### config.mk
export PLATFORM = sky130hd
export DESIGN_NAME = intr_ctrl
export DESIGN_NICKNAME = d
export VERILOG_FILES = /design/src/rtl/intr_ctrl.sv
export SDC_FILE = /design/constraint.sdc
export NUM_CORES = 1
export LEC_CHECK = 0
export CAP_MARGIN = 20
export CORE_MARGIN = 4
export CORE_UTILIZATION = 30
export DETAILED_ROUTE_END_ITERATION = 16
export GPL_TIMING_DRIVEN = 0
export PLACE_DENSITY_LB_ADDON = 0.05
export RECOVER_POWER = 25
export SYNTH_ARGS = -nofsm -noshare
export SYNTH_HDL_FRONTEND = slang
export SYNTH_SLANG_ARGS = --single-unit
### constraint.sdc
create_clock -name clk -period 1.4 [get_ports clk]
set_clock_uncertainty 0.2 [all_clocks]
set_input_delay 0.21 -clock clk [delete_from_list [all_inputs] [get_ports clk]]
set_output_delay 0.21 -clock clk [all_outputs]
set_load 0.05 [all_outputs]
### src/rtl/intr_ctrl.sv
// Interrupt controller feeding the core's intr[5:0] input.
// Five synchronised external lines plus the CP0 timer, each level- or
// rising-edge-sensitive, masked and registered onto intr. Software access is
// through a small register window on the core data bus.
module intr_ctrl #(
    parameter logic [31:0] BASE_ADDR   = 32'h0000_FF00,
    parameter int          SYNC_STAGES = 2
) (
    input  logic        clk,
    input  logic        rst,
    input  logic [4:0]  ext_irq,
    input  logic        intimer,
    input  logic        memCe,
    input  logic        memWr,
    input  logic [31:0] memAddr,
    input  logic [31:0] wtData,
    output logic [31:0] rdData,
    output logic        hit,
    output logic [5:0]  intr
);

    localparam logic [2:0] OFF_PEND  = 3'd0;
    localparam logic [2:0] OFF_MASK  = 3'd1;
    localparam logic [2:0] OFF_EDGE  = 3'd2;
    localparam logic [2:0] OFF_CLEAR = 3'd3;
    localparam logic [2:0] OFF_RAW   = 3'd4;

    logic [4:0] sync_q [SYNC_STAGES];
    logic [5:0] raw;
    logic [5:0] prev;
    logic [5:0] rise;
    logic [5:0] pend;
    logic [5:0] pend_next;
    logic [5:0] mask;
    logic [5:0] edge_sel;
    logic [5:0] clr;
    logic [5:0] edge_chg;
    logic [2:0] off;
    logic       wr;
    logic       unused_bits;

    // Data bits above the register width and the byte lane bits are don't-care.
    assign unused_bits = ^{wtData[31:6], memAddr[1:0]};

    // Bus decode: the window is the 32-byte block at BASE_ADDR.
    assign hit = memCe && (memAddr[31:5] == BASE_ADDR[31:5]);
    assign off = memAddr[4:2];
    assign wr  = hit && memWr;

    // The timer is already in this clock domain, so it bypasses the synchroniser.
    assign raw  = {intimer, sync_q[SYNC_STAGES-1]};
    assign rise = raw & ~prev;

    assign clr      = (wr && off == OFF_CLEAR) ? wtData[5:0] : 6'h00;
    assign edge_chg = (wr && off == OFF_EDGE) ? (wtData[5:0] ^ edge_sel) : 6'h00;

    // A rise beats a clear in the same cycle; any bit switching mode is flushed.
    assign pend_next = ((edge_sel & (rise | (pend & ~clr))) | (~edge_sel & raw)) & ~edge_chg;

    // External request synchroniser chain.
    always_ff @(posedge clk) begin
        if (rst) begin
            for (int s = 0; s < SYNC_STAGES; s++) sync_q[s] <= 5'h00;
        end else begin
            sync_q[0] <= ext_irq;
            for (int s = 1; s < SYNC_STAGES; s++) sync_q[s] <= sync_q[s-1];
        end
    end

    // Edge history, pending bits and the registered interrupt output.
    always_ff @(posedge clk) begin
        if (rst) begin
            prev <= 6'h00;
            pend <= 6'h00;
            intr <= 6'h00;
        end else begin
            prev <= raw;
            pend <= pend_next;
            intr <= pend & mask;
        end
    end

    // Software-writable configuration registers.
    always_ff @(posedge clk) begin
        if (rst) begin
            mask     <= 6'h00;
            edge_sel <= 6'h00;
        end else if (wr) begin
            if (off == OFF_MASK) mask     <= wtData[5:0];
            if (off == OFF_EDGE) edge_sel <= wtData[5:0];
        end
    end

    // Combinational read mux; zero outside the window and for unused offsets.
    always_comb begin
        rdData = 32'h0;
        if (hit) begin
            case (off)
                OFF_PEND: rdData = {26'h0, pend};
                OFF_MASK: rdData = {26'h0, mask};
                OFF_EDGE: rdData = {26'h0, edge_sel};
                OFF_RAW:  rdData = {26'h0, raw};
                default:  rdData = 32'h0;
            endcase
        end
    end

endmodule

==> flow_summary_export.csv, run 1 <==
group,metric,value,unit
global_route,grt_pass1_wl,10400,µm
critical_path,path_max_fanout,7,
timing,rsz0062_at_grt,"true",
status,status,"finished with violations",
drt,first_pass_iters,4,
die,coreArea,0.00694,mm²
critical_path,worstSetupEndpointType,"output pin",
logic_synthesis,ys_seq_area_frac,0.366,
status,violations,"setup timing",
critical_path,cp_cell_sequence,"dlygate4sd2_1 > and4_4 > and4_4 > nand4_1 > buf_6 > buf_6 > nor2_4 > buf_8",
power,seq_power_share,0.449,
critical_path,worstPathArrival,1.48,ns
drt,vias,2087,
finish,postLayoutCellArea,0.00355,mm²
logic_synthesis,synthDistinctLibCells,32,
cts,cts_tree,"done",
critical_path,critPathTopFamily,"buffers and inverters",
logic_synthesis,yosysTopAreaCell,"dfxtp_1",
logic_synthesis,synth_area,0.00219,mm²
finish,drive_gt1_frac,0.442,
hold_path,whs_endpoint,"sync_q[0][7]",
critical_path,rr_worst_depth,3,
global_route,grt_pass1_vias,1972,
power,combPwrFrac,0.197,
critical_path,r2r_slack,-0.01,ns
power,power.internal,1.91,mW
die,die_w,93.4,µm
die,ios,113,
cts,root_buffer,"clkbuf_8",
place,port_buffers,58,
place,pre_cts_slack,-1.86,ns
power,vdd_drop_max,0.000633,V
power,swShare,0.270,
cts,htreeDepth,2,
logic_synthesis,syn_inst,238,
logic_synthesis,ys_ff_latch,40,
finish,multi_input_area,0.00142,mm²
hold_path,whs_path_depth,1,
place,dpl_cell_area,0.00300,mm²
logic_synthesis,synth.top_cells.by_count,"40 x dfxtp_1, 28 x buf_4, 23 x nor2b_1",
die,die_height,93.4,µm
logic_synthesis,synth_simple_gate_area_frac,0.317,
timing,report.final.slew_viol_count,0,
die,die-area,0.00872,mm²
finish,area_growth,62.6,%
finish,nFillCells,662,
drt,first_iter_violations,82,
die,row_count,30,
cts,clk_pin_slew,0.07,ns
logic_synthesis,synth-xor-area-share,0,
critical_path,worst_ep_required_time,0.99,ns
logic_synthesis,synth_top_area_frac,0.366,
drt,drc,0,
power,power_density,735,mW/mm²
finish,antenna_cells,0,
global_route,track_usage,0.155,
logic_synthesis,synth_compound_area_frac,0.161,
timing,setup_viol,31,
timing,finalHoldViolations,0,
power,pwr-share-clk,0.353,
cts,clk_latency,0.29,ns
drt,finalWirelength,6810,µm
place,hpwlAfterDp,4550,µm
cts,cts_buffers,5,
logic_synthesis,muxShareOfSynthArea,0.0275,
critical_path,r2r_end,"pend[2]",
hold_path,worstHoldPathType,"reg -> reg",
global_route,overflow,0,
drt,wl_per_cell,15.2,µm
logic_synthesis,async_flop_share,0,
cts,cts_hold_buf,0,
die,initial_core_util,0.315,
cts,cts.path.max_buffers,2,
power,p_sw,0.705,mW
place,gp_congestion,0.814,
logic_synthesis,synth_edf_count,0,
global_route,antenna_found_initial,0,
flow_run,drv_cap,0,
critical_path,worst_path_max_delay_cell,"and4_4",
logic_synthesis,ys.flop_type,"dfxtp_1",
timing,finalCritPeriodShare,1.35,
logic_synthesis,ys_warn_count,0,
timing,fin_ws,-0.486,ns
logic_synthesis,synth_area_leaders,"dfxtp_1 37%, buf_4 9.6%, nor2b_1 6.6%",
power,leakage,1.43,nW
critical_path,r2r_start,"edge_sel[2]",
finish,regArea,801,µm²
timing,max_freq,530,MHz
logic_synthesis,synthAdderAreaFrac,0,
logic_synthesis,syn_avg_cell_area,9.18,µm²
global_route,grt_max_degree,13,
critical_path,critPathBufInv,4,
finish,final_nets,426,
cts,clock_sinks,40,
timing,min_period,1.89,ns
logic_synthesis,synth.most_common_cell,"dfxtp_1",
logic_synthesis,synth_top_family_by_area,"simple AND/OR/NAND/NOR gates",
drt,ant_nets,0,
hold_path,hold_start,"sync_q[0][2]",
critical_path,startpoint_type,"input port",
critical_path,max_stage_delay,0.23,ns
drt,vias_per_cell,4.65,
critical_path,crit_type,"in -> out",
==> repair_timing <==
| item | CTS | global route |
|---|---|---|
| pin swaps | 29 | 21 |
| setup buffers | 22 | 5 |
| resized for setup | 178 | 49 |
| setup endpoints to repair | 37 | 46 |
| cloned | 3 | 1 |
==> layout make-up <==
| class | instances | share of cell area |
|---|---|---|
| Timing Repair Buffer | 81 | 0.217 |
| Tap cell | 96 | 0.0338 |
| Multi-Input combinational cell | 184 | 0.400 |
| Clock inverter | 2 | 0.00986 |
| Clock buffer | 6 | 0.0204 |
| Sequential cell | 40 | 0.225 |
| Buffer | 39 | 0.0926 |
| Inverter | 1 | 0.00106 |
==> cells in the final DEF, fill, tap and decap left out, types with 7 or more instances in the layout <==
| master | n |
|---|---|
| conb_1 | 26 |
| buf_4 | 40 |
| clkdlybuf4s15_1 | 8 |
| buf_6 | 22 |
| buf_2 | 10 |
| dfxtp_1 | 40 |
| nor2b_1 | 22 |
| nand2_1 | 13 |
| clkdlybuf4s50_1 | 12 |
| dlygate4sd2_1 | 9 |
| a21oi_2 | 9 |
| nand3_1 | 10 |
| nand3_2 | 7 |
==> sequential cells by signal, indices dropped and copies added (netlist names) <==
signal,flops
sync_q,10
edge_sel,6
intr,6
mask,6
pend,6
prev,6
==> per-layer routing <==
| metal | global-route usage | share of wire | vias up |
|---|---|---|---|
| met3 | 0.0274 | 0.059 | 2 |
| met1 | 0.206 | 0.44 | 975 |
| met5 | 0 | 0 | - |
| met2 | 0.263 | 0.50 | 62 |
| li1 | - | - | 1048 |
| met4 | 0.0317 | 0.0028 | 0 |
==> how the worst max path moves through the flow <==
stage,startpoint,to,slack [ns],cells past startpoint
CTS,memAddr[27],rdData[4],-0.50,8
finish,memAddr[12],rdData[4],-0.49,8
global placement,memAddr[17],rdData[4],-1.89,6
detailed placement,memAddr[17],rdData[4],-1.86,6
global route,memAddr[27],rdData[4],-0.55,8
floorplan,memAddr[17],rdData[0],-0.65,4
==> stage by stage <==
stage                     total power [mW]   util  hold WS (ns)  TNS, ns  std cells
after detailed placement              1.69  0.432         0.227   -35.08        417
after global placement                1.69  0.432         0.215   -35.14        417
after CTS                             2.63  0.487         0.244    -4.33        446
after global routing                  2.72  0.512         0.256    -7.02        449
after floorplan                       1.51      -         0.116    -5.36        263
final                                 2.61  0.512         0.242    -5.14        449
==> cell families after synthesis <==
group                  count (synthesis)
AO/OA/AOI/OAI                         54
multiplexers                           6
buffers and inverters                 40
other                                  1
flip-flops                            40
AND/OR/NAND/NOR                       97
==> power by group through the flow <==
stage	logic [mW]	clock network [mW]	registers, mW
after floorplan	0.310	0	1.20
after global placement	0.491	0	1.20
after detailed placement	0.493	0	1.20
after CTS	0.506	0.945	1.17
after global routing	0.544	0.997	1.18
final	0.515	0.924	1.17
Note: power is estimated with default switching activity, not from simulation.
==> run 2: changes to the inputs <==
--- a/config.mk
+++ b/config.mk
@@ -6,7 +6,6 @@
 export NUM_CORES = 1
 export LEC_CHECK = 0
 export CAP_MARGIN = 20
-export CORE_MARGIN = 4
 export CORE_UTILIZATION = 30
 export DETAILED_ROUTE_END_ITERATION = 16
 export GPL_TIMING_DRIVEN = 0
==> flow_summary_export.csv, run 2 (synthesized netlist as in run 1, its figures left out) <==
group,metric,value,unit
hold_path,worstHoldPathType,"in -> reg",
finish,layout_commonest_cell,"buf_4",
critical_path,crit_type,"in -> out",
timing,rsz0062_at_grt,"true",
die,initial_core_util,0.316,
finish,mostFrequentLayoutCells,"46 x buf_4, 36 x dfxtp_1, 26 x conb_1, 23 x buf_6, 22 x nor2b_1",
critical_path,worstPathArrival,1.44,ns
drt,first_iter_violations,49,
critical_path,worst_ep_required_time,0.99,ns
global_route,antenna_found_initial,0,
critical_path,startpoint_type,"input port",
power,vdd_drop_max,0.000622,V
die,die_w,87.4,µm
die,die_height,87.4,µm
flow_run,drv_cap,0,
global_route,grt_pass1_wl,10300,µm
global_route,grt_max_degree,13,
drt,finalWirelength,6690,µm
finish,utilization,0.545,
cts,clk_pin_slew,0.07,ns
timing,min_period,1.85,ns
status,violations,"setup timing",
drt,wl_per_cell,14.6,µm
finish,nFillCells,666,
critical_path,worstSetupEndpointType,"output pin",
die,die-area,0.00763,mm²
finish,antenna_cells,0,
place,hpwlAfterDp,4290,µm
timing,setup_viol,31,
timing,report.final.slew_viol_count,0,
cts,clock_sinks,40,
drt,ant_nets,0,
finish,postLayoutCellArea,0.00376,mm²
drt,dr.max_layer_used,"met4",
drt,first_pass_iters,4,
place,port_buffers,58,
drt,vias,2101,
timing,finalCritPeriodShare,1.32,
timing,fin_ws,-0.453,ns
finish,largest-register,"sync_q",
drt,met3_length,227,µm
drt,drc,0,
global_route,track_usage,0.181,
finish,area_growth,72.2,%
cts,clk_latency,0.30,ns
finish,final_nets,435,
global_route,grt_pass1_vias,2055,
cts,cts.path.max_buffers,2,
die,ios,113,
power,leakage,1.53,nW
cts,cts_tree,"done",
global_route,overflow,0,
finish,drive_gt1_frac,0.504,
die,row_count,30,
cts,cts_hold_buf,0,
timing,finalHoldViolations,0,
cts,cts_buffers,5,
cts,htreeDepth,2,
place,pre_cts_slack,-1.87,ns
place,dpl_cell_area,0.00300,mm²
power,fin_total_pwr,2.82,mW
timing,max_freq,540,MHz
finish,fin_cells,457,
place,dp.cells,417,
finish,largest_register_ffs,10,
place,gp_congestion,0.785,
power,power_density,750,mW/mm²
die,coreArea,0.00691,mm²
critical_path,path_max_fanout,7,
status,status,"finished with violations",
drt,vias_per_cell,4.60,
drt,wl_met2,3330,µm
cts,root_buffer,"clkbuf_8",
drt,wl_met1,3000,µm
## run 2: changes by cell type in the layout (fill, tap and decap cells not counted), sizes merged
cell	before	now
bufinv	1	2
clkdlybuf4s15	10	13
clkinv	1	0
buf	78	85
dlygate4sd2	9	8
nand4	5	4
clkbuf	14	16
clkdlybuf4s50	12	11
clkdlybuf4s18	2	1
## run 2: power breakdown
part	leakage (nW)	switching (mW)	internal (mW)
Sequential	0.327	0.0133	1.16
Clock	0.0642	0.417	0.702
Combinational	1.13	0.304	0.224
Total	1.53	0.734	2.09
## run 2: repair_timing
| action | in CTS | in global routing |
|---|---|---|
| resized for setup | 205 | 53 |
| hold endpoints to repair | 0 | 0 |
| setup endpoints to repair | 37 | 43 |
| buffers inserted | 21 | 9 |
| pin swaps | 34 | 16 |
| cloned | 2 | 1 |
## run 2: final cells by class
class	instances	area (µm²)	area share
flip-flops and latches	40	806	0.214
well taps	96	120	0.0319
repair buffers	91	865	0.230
clock buffers	5	68.8	0.0183
multi-input cells	183	1510	0.400
plain buffers	39	334	0.0888
inverters	1	3.75	0.000997
clock inverters	2	60.1	0.0160
## run 2: worst paths after layout
| check | from | to | slack (ns) | depth (start not counted) |
|---|---|---|---|---|
| max | memAddr[20] | rdData[1] | -0.45 | 7 |
| min | intimer | prev[5] | 0.15 | 2 |
| max reg2reg | edge_sel[2] | pend[2] | 0 | 3 |
| min reg2reg | sync_q[0][3] | sync_q[0][8] | 0.24 | 1 |
## run 2: per-layer routing
layer  up-vias  track usage
li1       1060            -
met4         0       0.0671
met3        11       0.0313
met5         -            0
met2        51        0.317
met1       979        0.222
## run 2: through the flow
| stage | hold WS, ns | setup TNS [ns] |
|---|---|---|
| after floorplan | 0.116 | -5.36 |
| after global placement | 0.216 | -34.96 |
| after detailed placement | 0.224 | -35.28 |
| after CTS | 0.141 | -4.34 |
| after global routing | 0.155 | -7.55 |
| final | 0.145 | -5.15 |
## run 2: critical path, cell delays in order
cell and delay [ns]:
buf_6 0.10, nor4_4 0.29, and4_4 0.28, nand4_1 0.11, buf_6 0.19, nor2_4 0.12, buf_8 0.15
==> run 3: changes to the inputs <==
--- a/config.mk
+++ b/config.mk
@@ -9,7 +9,7 @@
 export CORE_UTILIZATION = 30
 export DETAILED_ROUTE_END_ITERATION = 16
 export GPL_TIMING_DRIVEN = 0
-export PLACE_DENSITY_LB_ADDON = 0.05
+export PLACE_DENSITY = 0.66
 export RECOVER_POWER = 25
 export SYNTH_ARGS = -nofsm -noshare
 export SYNTH_HDL_FRONTEND = slang
==> flow_summary_export.csv, run 3 (synthesized netlist as in run 1, its figures left out) <==
group,metric,value,unit
drt,vias_per_cell,4.84,
global_route,grt_pass1_vias,1956,
drt,ant_nets,0,
status,status,"finished with violations",
drt,vias,2182,
die,die_height,87.4,µm
critical_path,worstSetupEndpointType,"output pin",
power,power.internal,1.91,mW
cts,clk_latency,0.29,ns
drt,first_pass_iters,4,
hold_path,whs_path_depth,2,
global_route,overflow,0,
cts,clk_pin_slew,0.07,ns
cts,root_buffer,"clkbuf_8",
critical_path,path_max_fanout,4,
drt,wl_per_cell,14.7,µm
hold_path,hold_start,"intimer",
die,row_count,30,
timing,report.final.slew_viol_count,0,
critical_path,crit_type,"in -> out",
die,die_w,87.4,µm
timing,finalHoldViolations,0,
place,hpwlAfterDp,4010,µm
finish,layout_commonest_cell,"buf_4",
finish,drive_gt1_frac,0.487,
cts,clock_sinks,40,
place,port_buffers,58,
place,dp.cells,417,
cts,cts_buffers,5,
finish,fin_cells,451,
critical_path,startpoint_type,"input port",
global_route,track_usage,0.176,
status,violations,"setup timing",
die,die-area,0.00763,mm²
power,power_density,728,mW/mm²
flow_run,drv_cap,0,
critical_path,worst_ep_required_time,0.99,ns
die,initial_core_util,0.316,
global_route,antenna_found_initial,0,
power,leakage,1.46,nW
critical_path,worstPathArrival,1.46,ns
critical_path,r2r_slack,-0.01,ns
timing,fin_ws,-0.473,ns
finish,largest_register_ffs,10,
die,coreArea,0.00691,mm²
power,combPwrFrac,0.196,
finish,antenna_cells,0,
finish,final_nets,428,
timing,max_freq,534,MHz
hold_path,worstHoldPathType,"in -> reg",
place,dpl_cell_area,0.00300,mm²
global_route,grt_max_degree,13,
finish,postLayoutCellArea,0.00362,mm²
cts,htreeDepth,2,
power,pwr-share-clk,0.358,
power,p_sw,0.728,mW
hold_path,whs_endpoint,"prev[5]",
critical_path,r2r_end,"pend[3]",
cts,cts_hold_buf,0,
power,seq_power_share,0.445,
drt,first_iter_violations,173,
place,gp_congestion,0.820,
critical_path,r2r_start,"edge_sel[3]",
timing,min_period,1.87,ns
drt,finalWirelength,6630,µm
power,vdd_drop_max,0.000349,V
timing,rsz0062_at_grt,"true",
global_route,grt_pass1_wl,9950,µm
finish,mostFrequentLayoutCells,"41 x buf_4, 40 x dfxtp_1, 26 x conb_1, 22 x nor2b_1, 21 x buf_6",
power,swShare,0.276,
die,ios,113,
cts,cts.path.max_buffers,2,
finish,area_growth,65.4,%
critical_path,rr_worst_depth,3,
cts,cts_tree,"done",
drt,drc,0,
timing,finalCritPeriodShare,1.34,
finish,largest-register,"sync_q",
timing,setup_viol,31,
## run 3: layer usage
metal | track usage | routed length (µm)
met5 | 0 | 0
met4 | 0.0596 | 225
met3 | 0.0408 | 417
met2 | 0.322 | 3530
met1 | 0.199 | 2460
## run 3: per-stage QoR
stage                     setup WS (ns)  utilization  TNS, ns  power (mW)  hold slack [ns]
after detailed placement          -1.86        0.434   -34.97        1.69            0.222
after CTS                        -0.503        0.502    -5.99        2.63            0.241
after floorplan                  -0.654            -    -5.36        1.51            0.116
final                            -0.473        0.524    -5.23        2.63           0.0645
after global routing             -0.571        0.524    -7.17        2.71           0.0819
after global placement            -1.88        0.434   -34.13        1.69            0.216
## run 3: how the worst max path moves through the flow
stage	from	endpoint	slack [ns]	depth (start not counted)
3_5_place_dp	memAddr[17]	rdData[2]	-1.86	6
4_1_cts	memAddr[27]	rdData[2]	-0.50	7
5_1_grt	memAddr[20]	rdData[1]	-0.57	7
2_1_floorplan	memAddr[17]	rdData[0]	-0.65	4
3_3_place_gp	memAddr[17]	rdData[2]	-1.88	6
6_report	memAddr[20]	rdData[1]	-0.47	7
## run 3: worst max-delay path: stages
cell     delay, ns
buf_6         0.09
nor4_4        0.29
and4_4        0.26
nand4_1       0.15
buf_6         0.20
nor2_4        0.11
buf_8         0.15
## run 3: timing repair
action / CTS / global route
setup endpoints to repair: 37 / 40
setup buffers: 21 / 9
cloned: 2 / 0
pin swaps: 36 / 31
resized for setup: 186 / 81
## run 3: final cells by class
type                    instances  area, µm²
plain buffers                  37        299
fillers                       624       3290
clock buffers                   6       72.6
multi-input cells             183       1490
clock inverters                 2       35.0
flip-flops and latches         40        801
well taps                      96        120
inverters                       1       3.75
repair buffers                 86        791
## run 3: power by group through the flow
stage	Sequential [mW]	Clock [mW]	Combinational, mW
3_3_place_gp	1.20	0	0.486
2_1_floorplan	1.20	0	0.310
6_report	1.17	0.944	0.518
4_1_cts	1.17	0.949	0.504
3_5_place_dp	1.20	0	0.490
5_1_grt	1.18	0.988	0.546
==> edit, RTL diff (settings of run 3) <==
The parameter `SYNC_STAGES` goes from 2 to 4.
--- a/src/rtl/intr_ctrl.sv
+++ b/src/rtl/intr_ctrl.sv
@@ -5,5 +5,5 @@
 module intr_ctrl #(
     parameter logic [31:0] BASE_ADDR   = 32'h0000_FF00,
-    parameter int          SYNC_STAGES = 2
+    parameter int          SYNC_STAGES = 4
 ) (
     input  logic        clk,
Check against the original RTL: not equivalent (Yosys sat finds a counterexample within 4 cycles, from zero or initial values and one cycle with rst high).
==> edit against run 3 <==
The flow still finishes with violations (negative setup slack). Global-route usage down 1.1 points. Routed wire length up 3.6%. Sequential cell count rose by 10. Area after synthesis up 12%. Largest power group unchanged. Worst setup slack improved by 0.016 ns. Critical endpoint is now rdData[2]. Via count grew 3.7%. Total power grew 12%. Critical path type unchanged. Cell area up 7.0%.
==> edit: results (changes against run 3) <==
set qor(status) {complete, but fails checks}
set qor(failing_checks) {negative setup slack}
set qor(routed_length_per_instance_microns) 14.3 ;# -2.9%
set qor(cts_max_path_buffers) 2 ;# unchanged
set qor(final_critical_path_setup_slack_ns) -0.457 ;# +0.0157 ns
set qor(synth_common_cells) {sky130_fd_sc_hd__dfxtp_1 (50), sky130_fd_sc_hd__nor2b_1 (33), sky130_fd_sc_hd__buf_4 (28)}
set qor(clock_input_transition_at_the_sequential_cells_of_the_worst_setup_and_hold_paths_ns) 0.09 ;# +0.02 ns
set qor(instance_area_after_placement_sq_mm) 0.00327 ;# +9.1%
set qor(finalNetCount) 452 ;# +5.6%
set qor(detail_route.first_pass.iterations) 4 ;# unchanged
set qor(hold_path.startpoint) {intimer}
set qor(timing.setup.tns_ns) -5.06 ;# +0.173 ns
set qor(grt_use_total_pct) 16.5 ;# -1.1 points
set qor(asyncSetResetFlopFracSynth_pct) 0 ;# unchanged
set qor(whs_endpoint) {prev[5]}
set qor(largest_register_ffs) 20 ;# +10
set qor(internal-power_uw) 2160 ;# +13%
set qor(n_fill_cell) 715 ;# +15%
set qor(capture_point_of_the_worst_reg_to_reg_path) {pend[5]}
set qor(leakage_power_summed_over_all_cells_uw) 0.00158 ;# +8.3%
set qor(first_drt_iteration_drcs) 178 ;# +2.9%
set qor(place_hpwl_mm) 4.26 ;# +6.3%
set qor(timing.critical_path.fanout_max) 5 ;# +1
set qor(grt_antenna_before_repair) 0 ;# unchanged
set qor(grt_first_pass_wirelength_mm) 10.8 ;# +8.9%
set qor(place_congestion) 0.847 ;# +3.3%
set qor(start_of_the_worst_register_to_register_path) {edge_sel[5]}
set qor(synthTopCellsByArea) {sky130_fd_sc_hd__dfxtp_1 (41%), sky130_fd_sc_hd__buf_4 (8.6%), sky130_fd_sc_hd__nor2b_1 (8.4%)}
set qor(synth.yosys.seq_area_share_pct) 40.8 ;# +4.2 points
set qor(ff2ff_path_depth) 3 ;# unchanged
set qor(ctsHtreeMaxLevel) 2 ;# unchanged
set qor(insertion_delay_ns) 0.31 ;# +0.02 ns
set qor(cts_root_buffer) {sky130_fd_sc_hd__clkbuf_8}
set qor(setup_violations) 31 ;# unchanged
set qor(max_flop_register) {sync_q}
set qor(grt_pass1_vias) 2224 ;# +14%
set qor(vias_per_cell) 4.70 ;# -2.8%
set qor(r2r_slack_ns) 0.01 ;# +0.02 ns
set qor(peakVddDrop_mv) 0.376 ;# +7.6%
set qor(setup.worst_path.start) {memAddr[10]}
set qor(maximum_number_of_pins_on_one_net_before_global_route_repair) 15 ;# +2
set qor(cp_data_arrival_time_ns) 1.45
set qor(yosysWarningCount) 0 ;# unchanged
set qor(fraction_of_layout_cells_with_a_size_suffix_above_1_pct) 47.8 ;# -0.98 points
## edit: power groups by stage
stage,clock network [uW],logic [uW],registers (uW)
CTS,990,502,1450
global placement,0,480,1490
floorplan,0,304,1490
finish,965,518,1460
global route,1040,547,1460
detailed placement,0,486,1490
## edit: critical path, stage by stage
cell                              delay, ns
sky130_fd_sc_hd__clkdlybuf4s15_1       0.17
sky130_fd_sc_hd__and4_4                0.24
sky130_fd_sc_hd__and4_4                0.24
sky130_fd_sc_hd__nand4_1               0.13
sky130_fd_sc_hd__buf_6                 0.19
sky130_fd_sc_hd__nor2_4                0.11
sky130_fd_sc_hd__buf_8                 0.15
## edit: how the worst max path moves through the flow
| stage | to | slack (ns) | depth (start not counted) |
|---|---|---|---|
| 5_1_grt | rdData[2] | -0.51 | 7 |
| 3_3_place_gp | rdData[2] | -1.90 | 6 |
| 4_1_cts | rdData[2] | -0.42 | 7 |
| 6_report | rdData[2] | -0.46 | 7 |
| 3_5_place_dp | rdData[2] | -1.86 | 6 |
| 2_1_floorplan | rdData[0] | -0.65 | 4 |
## edit: final cells by class
type                       instances  area share [%]
multi-input combinational        193            39.1
sequential                        50            26.1
timing repair buffer              87            20.2
buffer                            40            8.31
tap                              102            3.30
clock buffer                       8            2.85
inverter                           1          0.0971
## edit: cells by family after synthesis
group / Yosys count / share of synthesized area, %
and+or+nand+nor: 107 / 30.8
muxes: 6 / 2.45
other: 1 / 0.153
AOI/OAI and AO/OA: 54 / 14.4
buffers and inverters: 41 / 11.4
DFF: 50 / 40.8
## edit: metrics by stage
step           instances  setup WS (ns)  power (uW)  hold slack [ns]  utilization [%]
3_3_place_gp         444          -1.90        1970            0.217             41.9
4_1_cts              475         -0.422        2950            0.242             47.5
5_1_grt              481         -0.506        3050           0.0305             49.5
2_1_floorplan        284         -0.654        1790            0.116                -
6_report             481         -0.457        2940           0.0332             49.5
3_5_place_dp         444          -1.86        1970            0.225             41.9
## edit: layer usage
layer / track usage (%) / part of all wire [%]
met1: 19.4 / 40
met3: 3.12 / 6.2
met2: 28.2 / 51
met5: 0 / 0
met4: 8.72 / 2.8
## edit: repair_timing
action / CTS / global route
resized for setup: 202 / 75
endpoints found under the setup margin: 40 / 36
gates cloned: 3 / 0
setup buffers: 24 / 8
pin swaps: 30 / 22
endpoints found under the hold margin: 0 / 0
